--- config.mk ---
export PLATFORM = sky130hd
export DESIGN_NAME = uart_tx_serializer_flat
export DESIGN_NICKNAME = d
export VERILOG_FILES = /design/src/rtl/uart_tx_serializer_if.sv /design/src/rtl/uart_tx_serializer.sv /design/src/flat_wrapper.sv
export SDC_FILE = /design/constraint.sdc
export NUM_CORES = 1
export LEC_CHECK = 0
export CAP_MARGIN = 20
export CORE_MARGIN = 2
export CORE_UTILIZATION = 63
export CTS_CLUSTER_DIAMETER = 120
export CTS_CLUSTER_SIZE = 10
export DETAILED_ROUTE_END_ITERATION = 16
export PLACE_DENSITY = 0.84
export SLEW_MARGIN = 20
export SYNTH_ARGS = -nofsm -noshare
export SYNTH_HDL_FRONTEND = slang
export SYNTH_SLANG_ARGS = --single-unit
--- constraint.sdc ---
create_clock -name Clk -period 3.7 [get_ports Clk]
set_input_delay 0.74 -clock Clk [delete_from_list [all_inputs] [get_ports Clk]]
set_output_delay 0.74 -clock Clk [all_outputs]
set_load 0.01 [all_outputs]
--- src/rtl/uart_tx_serializer_if.sv ---
// Host-side bus of the UART transmit serializer.
// Signals:
//   Select  [2:0]           baud select, latched when a frame is accepted
//   TxStart                 level-sensitive send request, acted on only while idle
//   TxData  [DATA_BITS-1:0] byte to send, latched when a frame is accepted
//   Tx                      serial line, idles high
//   Busy                    high from the accept cycle through the last stop bit
//   Done                    one-cycle pulse when a frame completes
// Modports: master = host/command logic, slave = serializer.
interface uart_tx_serializer_if #(
    parameter int DATA_BITS = 8
);
    logic [2:0]           Select;
    logic                 TxStart;
    logic [DATA_BITS-1:0] TxData;
    logic                 Tx;
    logic                 Busy;
    logic                 Done;

    modport master (
        output Select, TxStart, TxData,
        input  Tx, Busy, Done
    );

    modport slave (
        input  Select, TxStart, TxData,
        output Tx, Busy, Done
    );
endinterface

--- src/rtl/uart_tx_serializer.sv ---
// UART transmit serializer: start bit, LSB-first data, optional parity,
// STOP_BITS stop bits. Bit period comes from the same 3-bit Select baud
// table used by the receiver and is timed by an internal 15-bit counter.
// Ports:
//   Clk  system clock
//   Rst  synchronous, active-high reset
//   bus  uart_tx_serializer_if.slave (Select, TxStart, TxData in; Tx, Busy, Done out)
// Parameters: DATA_BITS (5..8), STOP_BITS (1 or 2), PARITY_ODD (0 even, 1 odd).
// Build option: define UART_TX_PARITY_EN to insert a parity bit after the data.
module uart_tx_serializer #(
    parameter int DATA_BITS  = 8,
    parameter int STOP_BITS  = 1,
    parameter int PARITY_ODD = 0
) (
    input logic                 Clk,
    input logic                 Rst,
    uart_tx_serializer_if.slave bus
);

    if (DATA_BITS < 5 || DATA_BITS > 8) begin : g_bad_data_bits
        $error("uart_tx_serializer: DATA_BITS must be 5..8");
    end
    if (STOP_BITS != 1 && STOP_BITS != 2) begin : g_bad_stop_bits
        $error("uart_tx_serializer: STOP_BITS must be 1 or 2");
    end
    if (PARITY_ODD != 0 && PARITY_ODD != 1) begin : g_bad_parity_odd
        $error("uart_tx_serializer: PARITY_ODD must be 0 or 1");
    end

    typedef enum logic [2:0] {
        IDLE,
        START,
        DATA,
`ifdef UART_TX_PARITY_EN
        PARITY,
`endif
        STOP
    } state_t;

    localparam logic [2:0] LAST_DATA = 3'(DATA_BITS - 1);
    localparam logic [2:0] LAST_STOP = 3'(STOP_BITS - 1);

    state_t               state;
    logic [14:0]          cnt;      // counts 0..P-1 within a bit
    logic [14:0]          per_m1;   // P-1 for the latched Select
    logic [2:0]           bitcnt;   // data bit index, reused as stop bit index
    logic [DATA_BITS-1:0] sh;       // remaining data bits, LSB next
`ifdef UART_TX_PARITY_EN
    logic                 parbit;
`endif

    // Storing P-1 lets the end-of-bit test be a plain equality.
    function automatic logic [14:0] period_m1(input logic [2:0] s);
        case (s)
            3'b000:  return 15'd299;
            3'b001:  return 15'd20832;
            3'b010:  return 15'd10415;
            3'b011:  return 15'd5207;
            3'b100:  return 15'd2603;
            3'b101:  return 15'd199;
            3'b110:  return 15'd867;
            default: return 15'd99;
        endcase
    endfunction

    always_ff @(posedge Clk) begin
        if (Rst) begin
            state    <= IDLE;
            cnt      <= '0;
            per_m1   <= '0;
            bitcnt   <= '0;
            sh       <= '0;
`ifdef UART_TX_PARITY_EN
            parbit   <= 1'b0;
`endif
            bus.Tx   <= 1'b1;
            bus.Busy <= 1'b0;
            bus.Done <= 1'b0;
        end else begin
            bus.Done <= 1'b0;
            if (state == IDLE) begin
                if (bus.TxStart) begin
                    sh       <= bus.TxData;
                    per_m1   <= period_m1(bus.Select);
`ifdef UART_TX_PARITY_EN
                    parbit   <= (PARITY_ODD != 0) ? ~^bus.TxData : ^bus.TxData;
`endif
                    cnt      <= '0;
                    bitcnt   <= '0;
                    bus.Tx   <= 1'b0;
                    bus.Busy <= 1'b1;
                    state    <= START;
                end
            end else if (cnt != per_m1) begin
                cnt <= cnt + 15'd1;
            end else begin
                cnt <= '0;
                case (state)
                    START: begin
                        bus.Tx <= sh[0];
                        sh     <= sh >> 1;
                        bitcnt <= '0;
                        state  <= DATA;
                    end
                    DATA: begin
                        if (bitcnt == LAST_DATA) begin
                            bitcnt <= '0;
`ifdef UART_TX_PARITY_EN
                            bus.Tx <= parbit;
                            state  <= PARITY;
`else
                            bus.Tx <= 1'b1;
                            state  <= STOP;
`endif
                        end else begin
                            bus.Tx <= sh[0];
                            sh     <= sh >> 1;
                            bitcnt <= bitcnt + 3'd1;
                        end
                    end
`ifdef UART_TX_PARITY_EN
                    PARITY: begin
                        bus.Tx <= 1'b1;
                        state  <= STOP;
                    end
`endif
                    STOP: begin
                        if (bitcnt == LAST_STOP) begin
                            bitcnt   <= '0;
                            bus.Busy <= 1'b0;
                            bus.Done <= 1'b1;
                            state    <= IDLE;
                        end else begin
                            bitcnt <= bitcnt + 3'd1;
                        end
                    end
                    default: begin
                        bus.Tx   <= 1'b1;
                        bus.Busy <= 1'b0;
                        state    <= IDLE;
                    end
                endcase
            end
        end
    end

endmodule

--- src/flat_wrapper.sv ---
// flat-port wrapper written by rule: the top's interface ports become plain ports
module uart_tx_serializer_flat 
#(
    parameter int DATA_BITS  = 8,
    parameter int STOP_BITS  = 1,
    parameter int PARITY_ODD = 0
)
  (Clk, Rst, bus_Select, bus_TxStart, bus_TxData, bus_Tx, bus_Busy, bus_Done);
  uart_tx_serializer_if #(.DATA_BITS(DATA_BITS)) bus_i ();
  input logic Clk;
  input logic Rst;
  input wire logic [$bits(bus_i.Select)-1:0] bus_Select;
  input wire logic [$bits(bus_i.TxStart)-1:0] bus_TxStart;
  input wire logic [$bits(bus_i.TxData)-1:0] bus_TxData;
  output wire logic [$bits(bus_i.Tx)-1:0] bus_Tx;
  output wire logic [$bits(bus_i.Busy)-1:0] bus_Busy;
  output wire logic [$bits(bus_i.Done)-1:0] bus_Done;
  assign bus_i.Select = bus_Select;
  assign bus_i.TxStart = bus_TxStart;
  assign bus_i.TxData = bus_TxData;
  assign bus_Tx = bus_i.Tx;
  assign bus_Busy = bus_i.Busy;
  assign bus_Done = bus_i.Done;
  uart_tx_serializer #(.DATA_BITS(DATA_BITS), .STOP_BITS(STOP_BITS), .PARITY_ODD(PARITY_ODD)) u_core (.Clk(Clk), .Rst(Rst), .bus(bus_i));
endmodule
Word-level counts from Yosys, hierarchy flattened:

Cells that the tools add are included.
Widths: inputs -> output; s select.

* register bits after elaboration: 47
* input bits: 14
* output and inout bits: 3

* add/sub/neg operators: 2
* equality and inequality tests: 18
* muxes and demuxes: 32
* bitwise logic cells: 1
* reductions and logical operators: 13

Operators with widths (number)
* $pmux 15 s7: 1
* $mux 15: 3
* $mux 8: 4
* $mux 3: 10
* $pmux 3 s3: 2
* $pmux 8 s2: 1
* $add 15x1->15 const B: 1
* $ne 15x15->1: 1
* $eq 3x2->1 const B: 4
* $eq 3x3->1 const B: 4
* $reduce_and 4->1: 3
* $logic_not 3->1: 3
* $mux 1: 9
* $eq 3x1->1 const B: 2
* $ne 2x1->1 const B: 3
* $ne 3x1->1 const B: 2
* $reduce_and 3->1: 2
* $reduce_bool 4->1: 1
* $reduce_or 4->1: 1
* $add 3x1->3 const B: 1
* $ne 3x2->1 const B: 1
* $pmux 1 s3: 1
* $reduce_bool 3->1: 1
* $ne 2x2->1 const B: 1
* 4 further kinds: 4

Logic depth before layout (Yosys ltp):

Gate-level depths: netlist of the first run.

* depth after elaboration: 5
* mapped depth: 9
* depth with buffers taken out: 7

Least setup slack after synthesis of the first run:

No wires, ideal clock.

* kind: reg2reg
* start: reg u_core.cnt[8]
* end: reg u_core.sh[0]
* arrival time: 1.760 ns
* data required time: 3.574 ns
* setup slack: 1.815 ns
* cell stages (with the launch flop): 9
* period minus slack after synthesis: 1.885 ns
* cells stage by stage: dfxtp_1 -> buf_6 -> xnor2_2 -> o211ai_1 -> or4_1 -> buf_6 -> buf_6 -> o31ai_2 -> nand3_1

* longest elaborated chain between the ends: 3

RTL lines
* start: declaration: RTL line uart_tx_serializer.sv:44 `logic [14:0] cnt;`
* start signal: assignment: RTL line uart_tx_serializer.sv:95 `cnt <= cnt + 15'd1;`
* $ne 15x15->1: RTL line uart_tx_serializer.sv:94 `end else if (cnt != per_m1) begin`
* $ne 2x1->1 (no source line)
* $reduce_and 4->1 (no source line)
* end signal: assignment: RTL line uart_tx_serializer.sv:83 `sh <= bus.TxData;`
* end signal: assignment: RTL line uart_tx_serializer.sv:101 `sh <= sh >> 1;`
* end signal: assignment: RTL line uart_tx_serializer.sv:117 `sh <= sh >> 1;`
* end: declaration: RTL line uart_tx_serializer.sv:47 `logic [DATA_BITS-1:0] sh;`

Every way passes these cells.
A chain may end at the register's enable or synchronous reset.

Worst setup path in the final report of the first run:

* start: reg u_core.cnt[8]
* end: reg u_core.state[0]

* longest elaborated chain between the ends: 3

RTL lines
* $ne 15x15->1: RTL line uart_tx_serializer.sv:94
* $ne 2x1->1 (no source line)
* $reduce_and 4->1 (no source line)
* end signal: assignment: RTL line uart_tx_serializer.sv:92 `state <= START;`
* end signal: assignment: RTL line uart_tx_serializer.sv:103 `state <= DATA;`
* end signal: assignment: RTL line uart_tx_serializer.sv:113 `state <= STOP;`
* end: declaration: RTL line uart_tx_serializer.sv:43 `state_t state;`

Every way passes these cells.

==> metrics.cfg, run 1 <==
[logic_synthesis]
yosysWarnings=0
netlist_top_cells_area=dfxtp_1 34%, nor2_1 4.8%, mux2i_1 4.6%
avgSynthCellArea_sq_um=8.14
yosys.area_share.adder_pct=4.35
synth_mux_area_share_pct=4.64
synth_top_area_share_pct=34.0
synth-async-reset-ratio_pct=0
postSynthCellCount=318
synth_nets=341
yosysSeqAreaShare_pct=34.0
synth-seq-cells=44
synthSimpleGateAreaFrac_pct=24.2
synth_compound_area_share_pct=21.4
yosys.area.top_type=dfxtp_1
syn-cell-area_sq_mm=0.00259
synth_cell_types=48
synth-edff-count=0
synth_top_family_by_area=simple AND/OR/NAND/NOR gates
synthFlopType=dfxtp_1
synth_xor_area_share_pct=5.03

[clocking]
htreeDepth=2
ctsHoldBuffers=0
clkLatencyLatePin_ns=0.30
cts.reportedPaths.clkPinSlew_ns=0.08
cts_buffers=5
clockBufferDepth=2
cts.repair.resized=0
cts_setup_buffers=0
cts_sinks=44
cts_tree=yes
root_buffer=clkbuf_8

[timing]
fmax_ghz=0.395
hold_violations=0
setup_slack_ns=1.17
fin_tns_setup_ns=0
fin_crit_sh_pct=68.4
worst_pin_slew_ns=0.858
setup_viol=0
drv_slew=0
maxSlewHeadroom_pct=42.8
clock_skew_ns=0.00533
finalCriticalPeriod_ns=2.53
rsz0062_at_grt=false

[floorplanning]
die_h_microns=68.1
num_rows=23
initial_core_util_pct=65.2
die_w_microns=68.1
die_area_sq_mm=0.00464
core_area_sq_mm=0.00397
io_pins=17

[finish]
area_growth_pct=10.3
seq_area_sq_um=881
stdcell_area_sq_mm=0.00285
nNetsFinal=343
diodes=0
multiInputGateArea_sq_mm=0.00155
fillCellCount=321
drive_gt1_share_pct=8.41
fin_util_pct=71.9

[power]
power_density_mw_per_mm2=583
worst_ir_drop_vdd_mv=0.334
p_leak_nw=1.07

[drt]
drt-initial-drc-count=221
detail-route-antenna-nets=0
wl_microns=5850
dr_total_vias=2345
drc=0
drt_first_pass_iters=4
vias_per_cell=6.32
wire_per_inst_microns=15.8

[critical_path]
cp_slowest_cell=or4_1
cpPeakStageDelay_ns=0.97
crit_fanout=17
worst_setup_path_end_kind=register
critPathKind=reg -> reg
arrival_ns=2.71
cp.required_ns=3.88
cp_cell_sequence=xnor2_2 > o211ai_1 > or4_1 > o41ai_1 > a21oi_1
crit_path_start_kind=register

[placed_design]
io_buffers=16
gp_congestion=0.843
dp_hpwl_microns=4000
post-place-ws_ns=1.07
placedInstanceArea_sq_mm=0.00273

[global_routing]
grt_pass1_vias=2041
grt_start_max_net_pins=24
antenna_found_initial=0
grt_overflow=0
grt_pass1_wl_microns=9660
globalRouteTotalUtil_pct=27.8

[run]
drv_cap=0

[outcome]
status=completed

[worst_hold_path]
hold_class=reg -> reg

## through the flow
step | std cells | hold slack (ns) | power [W]
6_report | 371 | 0.480 | 0.00166
5_1_grt | 371 | 0.499 | 0.00176
4_1_cts | 371 | 0.476 | 0.00166
3_5_place_dp | 363 | 0.463 | 0.00125
3_3_place_gp | 363 | 0.472 | 0.00124
2_1_floorplan | 318 | 0.450 | 0.00111
## cell usage after synthesis (all sizes together), types with 10 or more instances
library cell  number
o21ai             10
nor2              33
a21oi             22
dfxtp             44
nand4             13
xnor2             13
mux2i             12
nand2             22
nand3             15
clkbuf            16
and3              11
buf               10
a31oi             12
inv               10
## cell usage in the layout (no fill, tap or decap), types with 6 or more instances in the layout
| cell | instances |
|---|---|
| nand3_1 | 15 |
| nand2_1 | 22 |
| and3_1 | 11 |
| o21ai_0 | 10 |
| xnor2_1 | 12 |
| o31ai_2 | 7 |
| nand4_1 | 13 |
| clkbuf_8 | 7 |
| nor2_1 | 33 |
| inv_1 | 10 |
| ha_1 | 9 |
| clkdlybuf4s50_1 | 16 |
| o211ai_1 | 6 |
| a21oi_1 | 22 |
| mux2i_1 | 12 |
| a31oi_1 | 12 |
| dfxtp_1 | 44 |
| nor3_1 | 9 |
## power by group
group          internal, W  switching [W]  total (W)
Combinational     0.000234       0.000420   0.000654
Clock             0.000238       0.000165   0.000404
Sequential        0.000546      0.0000610   0.000607
## layout make-up
type,instances,share of cell area [%]
inverters,10,1.32
repair buffers,21,6.93
clock inverters,1,1.05
flip-flops and latches,44,30.9
well taps,50,2.19
clock buffers,7,3.38
multi-input cells,238,54.3
## cell families after synthesis
group / after synthesis
AND/OR/NAND/NOR: 125
AO/OA/AOI/OAI: 78
flip-flops: 44
buffers and inverters: 36
XOR/XNOR: 14
multiplexers: 12
adder cells (fa/ha/maj): 9
## worst max-delay path: cells and delay by family (launching register included)
kind / cells / cell delay (ns)
XOR/XNOR: 1 / 0.16
AND/OR/NAND/NOR: 1 / 0.97
AO/OA/AOI/OAI: 3 / 0.78
flip-flops: 1 / 0.49
## metal layers
layer,part of all wire (%),global-route usage (%),up-vias
met5,0,0,-
met4,1.3,9.00,0
met3,4.5,4.93,7
met1,46,39.0,1114
li1,-,-,1155
met2,48,43.0,69
## worst paths after layout
check | from | end | slack, ns | depth (start not counted)
min | u_core.per_m1[9]$_SDFFE_PP0P_ | u_core.per_m1[9]$_SDFFE_PP0P_ | 0.48 | 2
max reg2reg | u_core.cnt[8]$_SDFFE_PP0N_ | u_core.state[0]$_SDFFE_PP0P_ | 1.17 | 5
max | u_core.cnt[8]$_SDFFE_PP0N_ | u_core.state[0]$_SDFFE_PP0P_ | 1.17 | 5
min reg2reg | u_core.per_m1[9]$_SDFFE_PP0P_ | u_core.per_m1[9]$_SDFFE_PP0P_ | 0.48 | 2
## state kept, by name, indices dropped and copies added (netlist names)
register / count
u_core.bitcnt: 3
u_core.bus.Busy: 1
u_core.bus.Done: 1
u_core.bus.Tx: 1
u_core.cnt: 15
u_core.per_m1: 13
u_core.sh: 8
u_core.state: 2
Note: power is estimated with default switching activity, not from simulation.
==> run 2: changes to the inputs <==
--- a/config.mk
+++ b/config.mk
@@ -7,11 +7,11 @@
 export LEC_CHECK = 0
 export CAP_MARGIN = 20
 export CORE_MARGIN = 2
-export CORE_UTILIZATION = 63
+export CORE_UTILIZATION = 53
 export CTS_CLUSTER_DIAMETER = 120
 export CTS_CLUSTER_SIZE = 10
 export DETAILED_ROUTE_END_ITERATION = 16
-export PLACE_DENSITY = 0.84
+export PLACE_DENSITY = 0.76
 export SLEW_MARGIN = 20
 export SYNTH_ARGS = -nofsm -noshare
 export SYNTH_HDL_FRONTEND = slang
==> constraint.sdc (replaced) <==
create_clock -name Clk -period 2.22 [get_ports Clk]
set_input_delay 0.444 -clock Clk [delete_from_list [all_inputs] [get_ports Clk]]
set_output_delay 0.444 -clock Clk [all_outputs]
set_load 0.01 [all_outputs]
==> run 2 against run 1 <==
- design area is 4.3% higher
- worst setup slack worse by 1.0 ns
- first-iteration DRC count is 9.0% lower
- global-route usage is 3.4 points lower
- sequential power is 68% higher
- wire length is 6.1% higher
- critical path depth is 1 higher
- combinational power is 76% higher
- fmax is 21% higher
- non-clock buffer count is 14 higher
- largest cell class unchanged
- highest routed layer unchanged
==> metrics.cfg, run 2 (synthesis gave the netlist of run 1 again) <==
[outcome]
status=completed

[timing]
fmax_ghz=0.479
finalCriticalPeriod_ns=2.09
setup_viol=0
hold_violations=0
hold-worst-slack_ns=0.499
fin_tns_setup_ns=0
fin_crit_sh_pct=94.1
worst_pin_slew_ns=0.548
clock_skew_ns=0.00521
drv_slew=0
maxSlewHeadroom_pct=63.2
rsz0062_at_grt=false

[drt]
wl_microns=6210
drt_first_pass_iters=5
detail-route-antenna-nets=0
drc=0
drt-initial-drc-count=201
dr_total_vias=2356
vias_per_cell=5.86
wire_per_inst_microns=15.4

[global_routing]
grt_pass1_vias=2224
met1_usage_pct=35.2
top_usage_layer=met2
grt_start_max_net_pins=19
antenna_found_initial=0
globalRouteTotalUtil_pct=24.4
met3_usage_pct=5.49
use_met2_pct=35.6
grt_pass1_wl_microns=10500
grt_overflow=0

[clocking]
cts_buffers=5
cts_setup_buffers=0
ctsHoldBuffers=0
cts.reportedPaths.clkPinSlew_ns=0.09
htreeDepth=2
cts_tree=yes
cts.repair.resized=0
clockBufferDepth=2
clkLatencyLatePin_ns=0.30
cts_sinks=44
root_buffer=clkbuf_8

[power]
power_density_mw_per_mm2=940
power_w=0.00280
worst_ir_drop_vdd_mv=0.638
p_leak_nw=1.13

[floorplanning]
initial_core_util_pct=54.8
core_area_sq_mm=0.00472
num_rows=25
die_h_microns=73.9
die_w_microns=73.9
io_pins=17
die_area_sq_mm=0.00546

[finish]
fin_cells=402
stdcell_area_sq_mm=0.00298
regMostFlops=u_core.cnt
final_common_cell=dfxtp_1
diodes=0
area_growth_pct=15.1
largest_register_ffs=15
reg_top3=u_core.cnt x15, u_core.per_m1 x13, u_core.sh x8
multiInputGateArea_sq_mm=0.00155
drive_gt1_share_pct=12.2
nNetsFinal=357
layout_common_cells=44 x dfxtp_1, 33 x nor2_1, 22 x nand2_1, 22 x a21oi_1, 18 x buf_4
seq_area_sq_um=881
fillCellCount=401

[placed_design]
dp.cells=394
placedInstanceArea_sq_mm=0.00287
gp_congestion=0.840
io_buffers=16
dp_hpwl_microns=4390

[critical_path]
crit_fanout=17
cp_slowest_cell=or4_1
crit_path_start_kind=register
cpPeakStageDelay_ns=0.54
arrival_ns=2.27
r2r_end=u_core.state[0]$_SDFFE_PP0P_
cp.required_ns=2.40
rr_worst_depth=6
cp_cell_sequence=nor3_1 > o211ai_1 > or4_1 > buf_4 > o41ai_1 > a21oi_1
critPathKind=reg -> reg
r2r-start=u_core.cnt[0]$_SDFFE_PP0N_
rrSetupSlack_ns=0.13
startpoint=u_core.cnt[0]$_SDFFE_PP0N_
worst_setup_path_end_kind=register

[run]
drv_cap=0

[worst_hold_path]
hold_class=reg -> reg
hold_path_end=u_core.per_m1[9]$_SDFFE_PP0P_
worstHoldPathCells=2
min-delay-start=u_core.per_m1[9]$_SDFFE_PP0P_

## run 2: worst max path at each step
stage          cells past startpoint                      endpoint
2_1_floorplan                      8     u_core.sh[0]$_SDFFE_PP0P_
3_3_place_gp                       6     u_core.sh[2]$_SDFFE_PP0P_
3_5_place_dp                       6  u_core.state[0]$_SDFFE_PP0P_
4_1_cts                            6  u_core.state[0]$_SDFFE_PP0P_
5_1_grt                            6  u_core.state[0]$_SDFFE_PP0P_
6_report                           6  u_core.state[0]$_SDFFE_PP0P_
## run 2: critical path, delay by kind of cell (launching register included)
family	cells	cell delay [ns]
simple gates	2	0.75
compound gates	3	0.62
flops	1	0.36
buf+inv	1	0.22
## run 2: final cells by class
type | count | area share [%]
clock buffers | 5 | 2.31
clock inverters | 3 | 1.43
inverters | 10 | 1.26
multi-input cells | 238 | 52.0
flip-flops and latches | 44 | 29.6
well taps | 67 | 2.82
repair buffers | 35 | 10.6
## run 2: per-layer routing
metal  up-vias  share of wire, %
li1       1188                 -
met1      1113                49
met2        51                46
met3         4               4.1
met4         0              0.82
met5         -                 0
## run 2: power by group
| part | internal (W) | switching, W |
|---|---|---|
| registers | 0.000909 | 0.000106 |
| clock network | 0.000333 | 0.000295 |
| logic | 0.000453 | 0.000701 |
| total | 0.00170 | 0.00110 |
## run 2: per-stage QoR
stage	util, %	worst slack (ns)
global route	63.0	0.0540
CTS	63.0	0.166
floorplan	-	0.335
detailed placement	60.7	0.189
global placement	60.7	0.257
finish	63.0	0.132
